### src/rtl/logic_unit_pipe.sv
// logic_unit_pipe: two-stage pipelined bitwise logic unit with valid/ready
// handshakes on both sides. Eight ops at width W, enable gate, result
// zero-extended to OUT_W.
// Optional feature: define LOGIC_UNIT_PIPE_ACC_EN to add an accumulator that
// can replace operand B (acc_sel) so ops chain back-to-back.
module logic_unit_pipe #(
  parameter int W     = 4,
  parameter int OUT_W = 2 * W
) (
  input  logic             clk,
  input  logic             rst,
  input  logic             in_valid,
  output logic             in_ready,
  input  logic             en,
  input  logic [2:0]       op,
  input  logic             acc_sel,
  input  logic [W-1:0]     a,
  input  logic [W-1:0]     b,
  output logic             out_valid,
  input  logic             out_ready,
  output logic [OUT_W-1:0] out,
  output logic             zero,
  output logic             parity,
  output logic             busy
);

  logic         s1_valid, s2_valid;
  logic [W-1:0] s1_r, s2_r;
  logic         zero_q, parity_q;
  logic [W-1:0] b_eff, r;
  logic         accept, s2_load, s2_release;

  // Stage 1 can take a beat unless both stages are full and stage 2 is stuck.
  assign in_ready   = !s1_valid || !s2_valid || out_ready;
  assign accept     = in_valid && in_ready;
  assign s2_release = s2_valid && out_ready;
  // Stage 1 advances when stage 2 is empty or emptying on the same edge.
  assign s2_load    = s1_valid && (!s2_valid || out_ready);

`ifdef LOGIC_UNIT_PIPE_ACC_EN
  logic [W-1:0] acc;

  // Accumulator tracks the result of every accepted beat, gated ones included.
  always_ff @(posedge clk or posedge rst) begin
    if (rst)         acc <= '0;
    else if (accept) acc <= r;
  end

  assign b_eff = acc_sel ? acc : b;
`else
  // No accumulator: acc_sel is kept on the port list only for pin compatibility.
  logic unused_acc_sel;
  assign unused_acc_sel = acc_sel;
  assign b_eff          = b;
`endif

  // Operation decode; en = 0 forces an all-zero result regardless of op.
  always_comb begin
    r = '0;
    case (op)
      3'b000: r = a & b_eff;
      3'b001: r = a | b_eff;
      3'b010: r = a ^ b_eff;
      3'b011: r = ~(a & b_eff);
      3'b100: r = ~(a | b_eff);
      3'b101: r = ~(a ^ b_eff);
      3'b110: r = a;
      3'b111: r = ~a;
      default: r = '0;
    endcase
    if (!en) r = '0;
  end

  // Stage 1 register: captures the computed result on acceptance.
  always_ff @(posedge clk or posedge rst) begin
    if (rst) begin
      s1_valid <= 1'b0;
      s1_r     <= '0;
    end else if (accept) begin
      s1_valid <= 1'b1;
      s1_r     <= r;
    end else if (s2_load) begin
      s1_valid <= 1'b0;
    end
  end

  // Stage 2 register: result plus zero/parity flags, held while stalled.
  always_ff @(posedge clk or posedge rst) begin
    if (rst) begin
      s2_valid <= 1'b0;
      s2_r     <= '0;
      zero_q   <= 1'b0;
      parity_q <= 1'b0;
    end else if (s2_load) begin
      s2_valid <= 1'b1;
      s2_r     <= s1_r;
      zero_q   <= (s1_r == '0);
      parity_q <= ^s1_r;
    end else if (s2_release) begin
      s2_valid <= 1'b0;
    end
  end

  assign out_valid = s2_valid;
  assign out       = OUT_W'(s2_r);
  assign zero      = zero_q;
  assign parity    = parity_q;
  assign busy      = s1_valid || s2_valid;

endmodule
### config.mk
export PLATFORM = sky130hd
export DESIGN_NAME = logic_unit_pipe
export DESIGN_NICKNAME = d
export VERILOG_FILES = /design/src/rtl/logic_unit_pipe.sv
export SDC_FILE = /design/constraint.sdc
export NUM_CORES = 1
export LEC_CHECK = 0
export BUFFER_PORTS_ARGS = -buffer_cell sky130_fd_sc_hd__buf_4
export CORE_MARGIN = 10
export CORE_UTILIZATION = 54
export DETAILED_ROUTE_END_ITERATION = 16
export GPL_ROUTABILITY_DRIVEN = 0
export GPL_TIMING_DRIVEN = 0
export PLACE_DENSITY = 0.93
export SKIP_CTS_REPAIR_TIMING = 1
export SYNTH_ARGS = -nofsm -noshare
export SYNTH_HDL_FRONTEND = slang
export SYNTH_SLANG_ARGS = --single-unit
### constraint.sdc
create_clock -name clk -period 2.1 [get_ports clk]
set_clock_uncertainty 0.2 [all_clocks]
set_input_delay 0.21 -clock clk [delete_from_list [all_inputs] [get_ports clk]]
set_output_delay 0.21 -clock clk [all_outputs]
set_load 0.005 [all_outputs]
# After elaboration in Yosys (flattened, before gate mapping)
# Cells that the tools add are included.
# totals
input_bits	17
elab_cells	40
reg_bits	12
output_inout_bits	13
# classes
n_eq_ne	7
bitwise_logic	7
reduce_logical	14
n_mux	6
# ops
cell	count
4-bit case mux with 8 select lines	1
4-bit NOT	4
3-bit == test, second input constant	4
3-bit by 2-bit == test with 1-bit output, second input constant	2
4-bit bitwise AND	1
4-bit logical NOT	1
1-bit logical OR	4
1-bit 2-to-1 mux	4
4-bit 2-to-1 mux	1
4-bit OR	1
2-bit nonzero test	2
4-bit parity	1
4-bit XOR	1
3-bit by 1-bit == test with 1-bit output, second input constant	1
1-bit logical AND	3
3-bit logical NOT	1
1-bit logical NOT	2

# Depth between registers and ports, before layout
# Gate-level depths: netlist of the first run.
# depth
word_depth	5
depth_mapped	6
mapped_depth_nobuf	6

# Worst setup path after synthesis of the first run
# OpenSTA, ideal clock, no wires.
# synth_path
kind	input-to-reg
from	input port a[2]
to	register s1_r[2]
stages	6
t_arrival_ns	1.128
path_buffers	0
path_slack_ns	0.646
required_ns	1.774
cell_sequence	inv_1 ha_1 nor2b_1 a211oi_1 a2111oi_2 a221o_1
# synth_via
elab_chain_cells	4
# synth_rtl
item	line	source
from (decl)	17	input logic [W-1:0] a,
4-bit XOR (tied with other cells)	63, 66	
4-bit NOT, on equally long branches	66, 64, 65	
4-bit case mux with 8 select lines *	60	case (op)
4-bit 2-to-1 mux *	71	if (!en) r = '0;
to (signal assigned)	81	s1_r <= r;
to (decl)	28	logic [W-1:0] s1_r, s2_r;
# Every way passes the cells marked *; elsewhere a longest branch is shown, timed or not.
# A chain may end at the register's enable or synchronous reset.

# Worst setup path after layout of the first run
# layout_path
from	register s2_valid, in the netlist out_valid
to	output port busy
# layout_via
elab_chain_cells	1
# layout_rtl
item	line	source
from (decl)	27	logic s1_valid, s2_valid;
from (signal assigned)	90	s2_valid <= 1'b0;
from (signal assigned)	95	s2_valid <= 1'b1;
from (signal assigned)	100	s2_valid <= 1'b0;
1-bit logical OR	108	assign busy = s1_valid || s2_valid;
to (decl)	24	output logic busy
# No other way between the ends.

==> impl_summary.txt, run 1 <==
----------------------------------------------------
[Clock tree]
  Clock tree from TritonCTS ... yes
  Clock buffer depth ... 2
  Max H-tree Level ... 1
  Total clock buffers created by CTS ... 3
  Clock transition time at the flip-flop clock pins of the worst setup and hold paths ... 0.07 ns
  Clk root buf ... sky130_fd_sc_hd__clkbuf_4
  Clock latency on the worst-skew pair ... 0.26 ns
  Number of clock sinks ... 12

[Min path]
  Hold/Removal Path Class ... in -> reg
  Depth of the worst hold-timing path ... 3
  Hold EP ... out_valid
  Worst Min Path Start ... out_ready

[Die]
  Overall die height ... 63 µm
  Die Area ... 3970 µm²
  Count of boundary I/O pins ... 30
  Chip Width ... 63 µm
  Initial standard-cell utilization of the core ... 0.572
  Site Rows ... 15
  Core box area ... 1750 µm²

[Yosys]
  Netlist Area Pre-Place ... 998 µm²
  Post-synthesis sequential area ratio ... 0.301
  Mean post-synth cell area ... 8.76 µm²
  Cells after Synth ... 114
  Synth cell types ... 35
  Number of flip-flops and latches in the synthesized netlist ... 12
  Warnings from Yosys ... 0

[Routing]
  Number of vias after detailed routing ... 826
  Number of DRC markers after the initial detailed-route iteration ... 13
  Wire length reported by the detailed router ... 1950 µm
  Number of routed nets with antenna violations ... 0
  Routed via count divided by cell count ... 4.86
  Detailed-router iteration count before antenna repair ... 4
  Drt wl/cell ... 11.4 µm
  Post-route DRC violation count ... 0

[Finish]
  Fraction of layout cells with a size suffix above 1 ... 0.297
  # nets final ... 173
  Number of diodes ... 0
  Area delta synth->final ... 26.4%

[Job]
  Max-cap check violation count ... 0

[STA]
  Worst Hold Slack ... 0.0270 ns
  Count of final max-slew check failures ... 0
  Final setup violation count ... 0
  Hold Violations, Final ... 0
  Total negative slack for setup checks ... 0 ns
  Maximum operating frequency ... 0.661 GHz
  Fin crit share ... 0.721
  Setup repair after global routing missed its margin ... no
  Minimum clock period after layout ... 1.51 ns

[Setup path]
  Max Fanout on Critical Path ... 4
  Worst R2R Start ... out_valid
  Type of the worst setup path ... reg -> out
  Critical path data arrival time ... 1.10 ns
  Crit path required time ... 1.69 ns
  Endpoint of the lowest-slack register-to-register path ... s1_r[2]
  Setup crit start kind ... register
  Flop2flop setup slack ... 0.66 ns
  Depth of the most critical reg-to-reg path ... 4
  Crit end category ... output pin

[Status]
  Status ... finished, final reports clean

[Global routing]
  First-pass GRT wire length ... 3220 µm
  Number of antenna violations at the first check in global routing ... 0
  Overflow left after global routing ... 0
  Pin count of the biggest net entering global routing ... 13
  Gr usage total ... 0.0964
  Number of global-route vias before repair ... 787

[Power]
  Maximum ir drop on the vdd rail ... 0.306 mV
  Pleak ... 0.640 nW
  Power per cell area ... 578 nW/µm²

[Placement]
  Post-DP HPWL ... 1640 µm
  # port buffers ... 22

----------------------------------------------------
## placed cells by master (no fill, tap or decap), types with 3 or more instances in the layout
cell type,count
sky130_fd_sc_hd__a21oi_1,3
sky130_fd_sc_hd__nand2b_1,4
sky130_fd_sc_hd__inv_1,15
sky130_fd_sc_hd__mux2i_1,4
sky130_fd_sc_hd__buf_4,26
sky130_fd_sc_hd__nand2_1,14
sky130_fd_sc_hd__dfrtp_1,12
sky130_fd_sc_hd__nor3_1,3
sky130_fd_sc_hd__nor2_1,4
sky130_fd_sc_hd__clkbuf_4,3
sky130_fd_sc_hd__conb_1,4
sky130_fd_sc_hd__o22ai_1,3
sky130_fd_sc_hd__o21ai_0,8
sky130_fd_sc_hd__ha_1,10
## worst max-delay path by stage
stage / from / end / slack [ns] / cells after the start
3_5_place_dp: a[2] / s1_r[2] / 0.45 / 7
5_1_grt: out_valid / busy / 0.54 / 2
2_1_floorplan: a[2] / s1_r[2] / 0.65 / 6
4_1_cts: out_valid / busy / 0.57 / 2
6_report: out_valid / busy / 0.59 / 2
3_3_place_gp: a[2] / s1_r[2] / 0.50 / 7
## power breakdown
group          internal [mW]  total, mW  switching, mW
Clock                  0.105      0.176         0.0710
Sequential             0.274      0.296         0.0220
Combinational          0.138      0.258          0.120
## worst max-delay path, cell delays in order (launching register included)
cell and delay (ns):
sky130_fd_sc_hd__dfrtp_1 0.41, sky130_fd_sc_hd__or2_2 0.30, sky130_fd_sc_hd__buf_4 0.14
## flip-flops by register name, summed over array words and instances (netlist names)
register and count:
zero 1, s2_r 4, parity 1, s1_r 4, out_valid 1, s1_valid 1
## layer usage
metal / vias up / GRT usage / share of wire
met5: - / 0 / 0
met4: 0 / 0.0419 / 0.0077
met2: 33 / 0.166 / 0.48
met1: 357 / 0.0977 / 0.42
met3: 2 / 0.0430 / 0.088
li1: 434 / - / -
## per-stage QoR
stage                     area, µm²  cells  utilization  power, mW  worst slack [ns]
after floorplan                1010    117            -      0.454             0.646
after global placement         1210    164        0.691      0.550             0.501
after detailed placement       1210    164        0.691      0.561             0.455
after CTS                      1240    168        0.712      0.739             0.574
after global routing           1260    170        0.723      0.789             0.538
final                          1260    170        0.723      0.730             0.586
## layout make-up
| class | instances | area, µm² |
|---|---|---|
| multi-input cells | 81 | 578 |
| fillers | 145 | 483 |
| flip-flops and latches | 12 | 300 |
| well taps | 25 | 31.3 |
| inverters | 15 | 56.3 |
| clock buffers | 4 | 36.3 |
| repair buffers | 24 | 185 |
| plain buffers | 9 | 75.1 |
## kinds of logic after synthesis
logic type	share of synthesized area
flip-flops	0.301
other	0.00376
AND/OR/NAND/NOR	0.167
multiplexers	0.0401
XOR/XNOR	0.0589
AO/OA/AOI/OAI	0.173
buffers and inverters	0.132
adder cells (fa/ha/maj)	0.125
## synth_stat cells
| library cell | number | share of area |
|---|---|---|
| sky130_fd_sc_hd__or3_1 | 1 | 0.0063 |
| sky130_fd_sc_hd__nor2b_1 | 2 | 0.013 |
| sky130_fd_sc_hd__inv_1 | 15 | 0.056 |
| sky130_fd_sc_hd__conb_1 | 1 | 0.0038 |
| sky130_fd_sc_hd__dfrtp_1 | 12 | 0.30 |
| sky130_fd_sc_hd__or2_2 | 1 | 0.0063 |
| sky130_fd_sc_hd__xor2_1 | 1 | 0.0088 |
| sky130_fd_sc_hd__clkbuf_1 | 1 | 0.0038 |
| sky130_fd_sc_hd__nor3_1 | 3 | 0.015 |
| sky130_fd_sc_hd__mux2i_1 | 4 | 0.040 |
| sky130_fd_sc_hd__o21ai_1 | 2 | 0.010 |
| sky130_fd_sc_hd__nand2_2 | 2 | 0.013 |
| sky130_fd_sc_hd__o211ai_1 | 1 | 0.0075 |
| sky130_fd_sc_hd__buf_12 | 1 | 0.020 |
| sky130_fd_sc_hd__nor2_2 | 1 | 0.0063 |
| sky130_fd_sc_hd__o31ai_1 | 1 | 0.0075 |
| sky130_fd_sc_hd__nand2_1 | 14 | 0.053 |
| sky130_fd_sc_hd__xnor2_1 | 2 | 0.018 |
| sky130_fd_sc_hd__o21ai_0 | 8 | 0.040 |
| sky130_fd_sc_hd__nand3b_1 | 1 | 0.0075 |
| sky130_fd_sc_hd__buf_2 | 2 | 0.010 |
| sky130_fd_sc_hd__nor2_1 | 4 | 0.015 |
| sky130_fd_sc_hd__buf_4 | 4 | 0.030 |
| sky130_fd_sc_hd__ha_1 | 10 | 0.13 |
| sky130_fd_sc_hd__nor3b_1 | 1 | 0.0075 |
| sky130_fd_sc_hd__o41ai_2 | 2 | 0.033 |
| sky130_fd_sc_hd__o41ai_1 | 1 | 0.0088 |
| sky130_fd_sc_hd__a21oi_1 | 3 | 0.015 |
| sky130_fd_sc_hd__nand2b_1 | 4 | 0.025 |
| sky130_fd_sc_hd__o22ai_1 | 3 | 0.019 |
| sky130_fd_sc_hd__xor2_2 | 2 | 0.033 |
| sky130_fd_sc_hd__a221o_1 | 1 | 0.010 |
| sky130_fd_sc_hd__a211oi_1 | 1 | 0.0075 |
| sky130_fd_sc_hd__buf_6 | 1 | 0.011 |
| sky130_fd_sc_hd__a2111oi_2 | 1 | 0.015 |
Power figures use the tool's default switching activity.
==> run 2, diff against run 1 <==
--- a/config.mk
+++ b/config.mk
@@ -5,13 +5,14 @@
 export SDC_FILE = /design/constraint.sdc
 export NUM_CORES = 1
 export LEC_CHECK = 0
+export ABC_AREA = 1
 export BUFFER_PORTS_ARGS = -buffer_cell sky130_fd_sc_hd__buf_4
 export CORE_MARGIN = 10
-export CORE_UTILIZATION = 54
+export CORE_UTILIZATION = 46
 export DETAILED_ROUTE_END_ITERATION = 16
 export GPL_ROUTABILITY_DRIVEN = 0
 export GPL_TIMING_DRIVEN = 0
-export PLACE_DENSITY = 0.93
+export PLACE_DENSITY = 0.85
 export SKIP_CTS_REPAIR_TIMING = 1
 export SYNTH_ARGS = -nofsm -noshare
 export SYNTH_HDL_FRONTEND = slang
==> constraint.sdc (replaced) <==
create_clock -name clk -period 1.25 [get_ports clk]
set_clock_uncertainty 0.2 [all_clocks]
set_input_delay 0.125 -clock clk [delete_from_list [all_inputs] [get_ports clk]]
set_output_delay 0.125 -clock clk [all_outputs]
set_load 0.005 [all_outputs]
==> impl_summary.txt, run 2 <==
----------------------------------------------------
[Yosys]
  Yosys top cell area share ... 0.279
  Synth cell types ... 19
  Most used flip-flop cell after synthesis ... sky130_fd_sc_hd__dfrtp_1
  Netlist Area Pre-Place ... 1080 µm²
  Number of enable flip-flop cells after synthesis ... 0
  Most instantiated cells after synthesis ... sky130_fd_sc_hd__nand2_1 (45), sky130_fd_sc_hd__inv_1 (28), sky130_fd_sc_hd__nor2_1 (24)
  Mean post-synth cell area ... 6.56 µm²
  Cell types occupying the most area after synthesis ... sky130_fd_sc_hd__dfrtp_1 (28%), sky130_fd_sc_hd__nand2_1 (16%), sky130_fd_sc_hd__ha_1 (12%), sky130_fd_sc_hd__inv_1 (9.8%), sky130_fd_sc_hd__nor2_1 (8.4%)
  Most numerous cell in the Yosys netlist ... sky130_fd_sc_hd__nand2_1
  Post-synthesis async set-or-reset flop share ... 1.00
  Warnings from Yosys ... 0
  Cells after Synth ... 164
  Post-synthesis sequential area ratio ... 0.279
  Number of flip-flops and latches in the synthesized netlist ... 12
  Cell type with the largest total area after synthesis ... sky130_fd_sc_hd__dfrtp_1

[Power]
  Psw ... 0.417 mW
  Pleak ... 0.827 nW
  Net Sw Frac ... 0.316
  Maximum ir drop on the vdd rail ... 0.695 mV
  Power per cell area ... 924 nW/µm²
  Part of the power in registers ... 0.375
  Clock group share of total power ... 0.226
  P_int ... 0.904 mW
  Part of the total power dissipated in combinational logic ... 0.399

[STA]
  Minimum clock period after layout ... 1.37 ns
  Final worst setup slack ... -0.125 ns
  Setup repair after global routing missed its margin ... yes
  Hold Violations, Final ... 1
  Worst Hold Slack ... -0.00135 ns
  Final setup violation count ... 6
  Count of final max-slew check failures ... 0
  Fin crit share ... 1.10
  Maximum operating frequency ... 0.727 GHz

[Die]
  Site Rows ... 17
  Initial standard-cell utilization of the core ... 0.486
  Overall die height ... 68.4 µm
  Chip Width ... 68.4 µm
  Count of boundary I/O pins ... 30
  Core box area ... 2210 µm²
  Die Area ... 4670 µm²

[Global routing]
  Number of global-route vias before repair ... 1005
  Number of antenna violations at the first check in global routing ... 0
  Gr usage total ... 0.108
  First-pass GRT wire length ... 4060 µm
  Overflow left after global routing ... 0
  Pin count of the biggest net entering global routing ... 13

[Clock tree]
  Total clock buffers created by CTS ... 3
  Clock buffer depth ... 2
  Clock tree from TritonCTS ... yes
  Max H-tree Level ... 1
  Number of clock sinks ... 12
  Clk root buf ... sky130_fd_sc_hd__clkbuf_4
  Clock latency on the worst-skew pair ... 0.27 ns
  Clock transition time at the flip-flop clock pins of the worst setup and hold paths ... 0.07 ns

[Setup path]
  Crit path required time ... 0.93 ns
  Max Fanout on Critical Path ... 3
  Timing startpoint of the critical path ... out_valid
  Slowest library cell on the worst path ... sky130_fd_sc_hd__dfrtp_1
  Worst R2R Start ... s1_valid
  Type of the worst setup path ... reg -> out
  Crit path cell chain ... nand2_2 > nor2_4 > inv_2 > buf_6
  Crit end category ... output pin
  Setup crit start kind ... register
  Largest stage delay on the critical path ... 0.38 ns
  Critical path data arrival time ... 1.05 ns

[Finish]
  Design area ... 1430 µm²
  Commonest non-fill, non-tap cells in the layout ... sky130_fd_sc_hd__nand2_1 (43), sky130_fd_sc_hd__buf_4 (31), sky130_fd_sc_hd__inv_1 (23)
  # nets final ... 226
  Number of diodes ... 0
  Count of placed standard cells in the final layout, fillers left out ... 226
  Fraction of layout cells with a size suffix above 1 ... 0.288
  Filler Cell Count ... 202
  Regs by FF count ... s1_r x4, s2_r x4
  Area delta synth->final ... 32.9%
  Commonest non-fill, non-tap cell in the layout ... sky130_fd_sc_hd__nand2_1
  Final standard cell utilization of the core ... 0.646

[Routing]
  Post-route DRC violation count ... 0
  Drt wl/cell ... 11.6 µm
  Routed via count divided by cell count ... 4.82
  Detailed-router iteration count before antenna repair ... 4
  Number of vias after detailed routing ... 1090
  Number of DRC markers after the initial detailed-route iteration ... 47
  Wire length reported by the detailed router ... 2630 µm
  Number of routed nets with antenna violations ... 0

[Job]
  Max-cap check violation count ... 0

[Placement]
  Placed cell areas ... 1280 µm²
  Placed cell count ... 216
  Post-DP HPWL ... 1930 µm
  # port buffers ... 21

[Min path]
  Worst Min Path Start ... out_ready
  Hold/Removal Path Class ... in -> reg

[Status]
  Violated checks ... hold timing, setup timing
  Status ... complete, but fails checks

----------------------------------------------------
## run 2: cell types whose count changed in the layout (fill, tap and decap cells not counted), sizes merged, moves of 3 or more
| cell | previous run | this run |
|---|---|---|
| buf | 30 | 36 |
| nand2b | 4 | 0 |
| mux2i | 4 | 0 |
| nor3 | 3 | 0 |
| nand4 | 0 | 14 |
| inv | 15 | 29 |
| a21oi | 3 | 0 |
| o41ai | 3 | 0 |
| xor2 | 3 | 0 |
| o22ai | 3 | 0 |
| nand2 | 16 | 45 |
| nand3 | 0 | 5 |
| nor2 | 5 | 25 |
## run 2: critical path: cells and delay by family, from the launching register on
| family | cells | cell delay [ns] |
|---|---|---|
| flip-flops | 1 | 0.38 |
| buffers and inverters | 2 | 0.16 |
| AND/OR/NAND/NOR | 2 | 0.24 |
## run 2: power groups by stage
stage / combinational [mW] / sequential [mW] / clock, mW
global placement: 0.411 / 0.497 / 0
detailed placement: 0.424 / 0.498 / 0
finish: 0.527 / 0.495 / 0.299
floorplan: 0.249 / 0.501 / 0
CTS: 0.426 / 0.491 / 0.313
global route: 0.589 / 0.503 / 0.333
## run 2: final cells by class
cell class / count / area, µm² / area share
plain buffers: 11 / 87.6 / 0.0612
inverters: 29 / 111 / 0.0779
repair buffers: 27 / 215 / 0.150
multi-input cells: 115 / 644 / 0.451
clock buffers: 4 / 36.3 / 0.0254
well taps: 28 / 35.0 / 0.0245
flip-flops and latches: 12 / 300 / 0.210
## run 2: final timing paths
| path | endpoint | slack, ns | cells past startpoint |
|---|---|---|---|
| max in group asynchronous | s1_r[3] | 0.33 | 3 |
| setup / recovery | in_ready | -0.12 | 4 |
| min in group asynchronous | s2_r[3] | 0.21 | 3 |
| hold / removal | out_valid | -0.001 | 4 |
| hold reg to reg | s2_r[1] | 0.30 | 2 |
| setup reg to reg | s1_r[1] | -0.02 | 7 |
## run 2: through the flow
stage / setup WS, ns / power, mW / TNS, ns
after global placement: -0.0146 / 0.907 / -0.0384
after detailed placement: -0.0488 / 0.923 / -0.262
final: -0.125 / 1.32 / -0.292
after floorplan: 0.0656 / 0.750 / 0
after CTS: -0.178 / 1.23 / -0.730
after global routing: -0.185 / 1.42 / -1.21
## run 2: metal layers
layer,track usage,vias to the layer above,share of wire
met4,0.0503,0,0.0030
met2,0.191,31,0.55
li1,-,571,-
met3,0.0277,2,0.068
met5,0,-,0
met1,0.118,486,0.38
## run 2: kinds of logic after synthesis
logic type      count (synthesis)  synth area share
flops                          12             0.279
xor+xnor                        1           0.00814
fa+ha+maj                      10             0.116
simple gates                   90             0.362
other cells                     1           0.00349
buf+inv                        40             0.181
compound gates                 10            0.0500
==> run 3, diff against run 2 <==
--- a/config.mk
+++ b/config.mk
@@ -7,12 +7,13 @@
 export LEC_CHECK = 0
 export ABC_AREA = 1
 export BUFFER_PORTS_ARGS = -buffer_cell sky130_fd_sc_hd__buf_4
+export CAP_MARGIN = 20
 export CORE_MARGIN = 10
-export CORE_UTILIZATION = 46
+export CORE_UTILIZATION = 51
 export DETAILED_ROUTE_END_ITERATION = 16
 export GPL_ROUTABILITY_DRIVEN = 0
 export GPL_TIMING_DRIVEN = 0
-export PLACE_DENSITY = 0.85
+export PLACE_DENSITY = 0.88
 export SKIP_CTS_REPAIR_TIMING = 1
 export SYNTH_ARGS = -nofsm -noshare
 export SYNTH_HDL_FRONTEND = slang
==> constraint.sdc (replaced) <==
create_clock -name clk -period 1.3 [get_ports clk]
set_clock_uncertainty 0.2 [all_clocks]
set_input_delay 0.13 -clock clk [delete_from_list [all_inputs] [get_ports clk]]
set_output_delay 0.13 -clock clk [all_outputs]
set_load 0.005 [all_outputs]
==> impl_summary.txt, run 3 (synthesis results as in run 2) <==
----------------------------------------------------
[Die]
  Initial standard-cell utilization of the core ... 0.543
  Core box area ... 1980 µm²
  Chip Width ... 65.9 µm
  Count of boundary I/O pins ... 30
  Site Rows ... 16
  Die Area ... 4350 µm²
  Overall die height ... 65.9 µm

[Setup path]
  Worst R2R Start ... out_valid
  Type of the worst setup path ... reg -> out
  Crit path required time ... 0.97 ns
  Crit end category ... output pin
  Max Fanout on Critical Path ... 3
  Endpoint of the lowest-slack register-to-register path ... s2_r[1]
  Setup crit start kind ... register
  Cell class contributing the biggest share of worst-path delay ... flip-flops
  Flop2flop setup slack ... -0.02 ns
  Largest stage delay on the critical path ... 0.41 ns
  Critical path data arrival time ... 1.04 ns
  Worst path buffer plus inverter count ... 1
  Depth of the most critical reg-to-reg path ... 6
  Crit path cell chain ... or2_4 > buf_6
  Slowest library cell on the worst path ... sky130_fd_sc_hd__dfrtp_1

[Clock tree]
  Clock transition time at the flip-flop clock pins of the worst setup and hold paths ... 0.07 ns
  Clock tree from TritonCTS ... yes
  Max H-tree Level ... 1
  Clock latency on the worst-skew pair ... 0.27 ns
  Clock buffer depth ... 2
  Total clock buffers created by CTS ... 3
  Clk root buf ... sky130_fd_sc_hd__clkbuf_4
  Number of clock sinks ... 12

[Min path]
  Hold EP ... s1_r[0]
  Hold/Removal Path Class ... in -> reg
  Depth of the worst hold-timing path ... 5
  Worst Min Path Start ... en

[Routing]
  Number of vias after detailed routing ... 1085
  Post-route DRC violation count ... 0
  Number of DRC markers after the initial detailed-route iteration ... 16
  Wire length reported by the detailed router ... 2510 µm
  Detailed-router iteration count before antenna repair ... 4
  Drt wl/cell ... 11.3 µm
  Routed via count divided by cell count ... 4.87
  Number of routed nets with antenna violations ... 0

[STA]
  Maximum operating frequency ... 0.730 GHz
  Final setup violation count ... 3
  Fin crit share ... 1.05
  Hold Violations, Final ... 0
  Worst Hold Slack ... 0.0239 ns
  Setup repair after global routing missed its margin ... yes
  Final worst setup slack ... -0.0694 ns
  Count of final max-slew check failures ... 0
  Minimum clock period after layout ... 1.37 ns

[Finish]
  Commonest non-fill, non-tap cells in the layout ... sky130_fd_sc_hd__nand2_1 (43), sky130_fd_sc_hd__inv_1 (27), sky130_fd_sc_hd__buf_4 (27)
  Number of diodes ... 0
  Regs by FF count ... s1_r x4, s2_r x4
  # nets final ... 224
  Area delta synth->final ... 29.3%
  Fraction of layout cells with a size suffix above 1 ... 0.240
  Count of placed standard cells in the final layout, fillers left out ... 223
  Commonest non-fill, non-tap cell in the layout ... sky130_fd_sc_hd__nand2_1
  Design area ... 1390 µm²

[Global routing]
  Gr usage total ... 0.115
  Pin count of the biggest net entering global routing ... 13
  Number of global-route vias before repair ... 1056
  Number of antenna violations at the first check in global routing ... 0
  First-pass GRT wire length ... 4220 µm
  Overflow left after global routing ... 0

[Power]
  Overall power consumption ... 1.21 mW
  Maximum ir drop on the vdd rail ... 0.430 mV
  Power per cell area ... 872 nW/µm²
  Pleak ... 0.813 nW

[Status]
  Status ... complete, but fails checks
  Violated checks ... setup timing

[Placement]
  Worst slack, placed ... -0.0370 ns
  Placed cell areas ... 1280 µm²
  # port buffers ... 21
  Post-DP HPWL ... 1970 µm
  Placed cell count ... 215

[Job]
  Max-cap check violation count ... 0

----------------------------------------------------
## run 3: changes by cell type in the layout (fill, tap and decap cells not counted)
cell,change
sky130_fd_sc_hd__inv_1,+4
sky130_fd_sc_hd__buf_6,+2
sky130_fd_sc_hd__ha_1,+1
sky130_fd_sc_hd__nor2_2,-1
sky130_fd_sc_hd__inv_2,-4
sky130_fd_sc_hd__xnor2_1,+1
sky130_fd_sc_hd__ha_4,-1
sky130_fd_sc_hd__nor2_4,-1
sky130_fd_sc_hd__nor2_1,+2
sky130_fd_sc_hd__xnor2_2,-1
sky130_fd_sc_hd__buf_4,-4
## run 3: worst register-to-register path: stages (launching register included)
cell                      delay (ns)
sky130_fd_sc_hd__dfrtp_1        0.41
sky130_fd_sc_hd__nand2_2        0.09
sky130_fd_sc_hd__buf_4          0.11
sky130_fd_sc_hd__nand2_1        0.11
sky130_fd_sc_hd__buf_6          0.16
sky130_fd_sc_hd__nand2_1        0.05
sky130_fd_sc_hd__o21ai_0        0.08
## run 3: worst max-delay path by stage
stage	cells past startpoint	from	endpoint	slack, ns
floorplan	4	s1_r[2]	parity	0.12
global placement	10	a[1]	s1_r[1]	0.01
detailed placement	10	a[1]	s1_r[1]	-0.04
CTS	2	out_valid	busy	-0.12
global route	4	out_valid	in_ready	-0.13
finish	2	out_valid	busy	-0.07
## run 3: per-stage QoR
step | TNS (ns) | utilization
global placement | 0 | 0.645
global route | -0.945 | 0.702
detailed placement | -0.0370 | 0.645
finish | -0.152 | 0.702
floorplan | 0 | -
CTS | -0.252 | 0.664
## run 3: layout make-up
type	count	area, µm²
plain buffers	11	91.3
clock buffers	4	36.3
fillers	173	591
inverters	29	111
multi-input cells	115	614
flip-flops and latches	12	300
well taps	27	33.8
repair buffers	25	204
## run 3: routing by layer
metal	up-vias	track usage	part of all wire
li1	566	-	-
met2	22	0.214	0.52
met1	493	0.118	0.42
met5	-	0	0
met3	4	0.0237	0.045
met4	0	0.0576	0.014
## run 3: power breakdown
part | total [mW] | switching (mW) | internal, mW
Sequential | 0.478 | 0.0387 | 0.439
Clock | 0.286 | 0.116 | 0.170
Combinational | 0.450 | 0.222 | 0.227
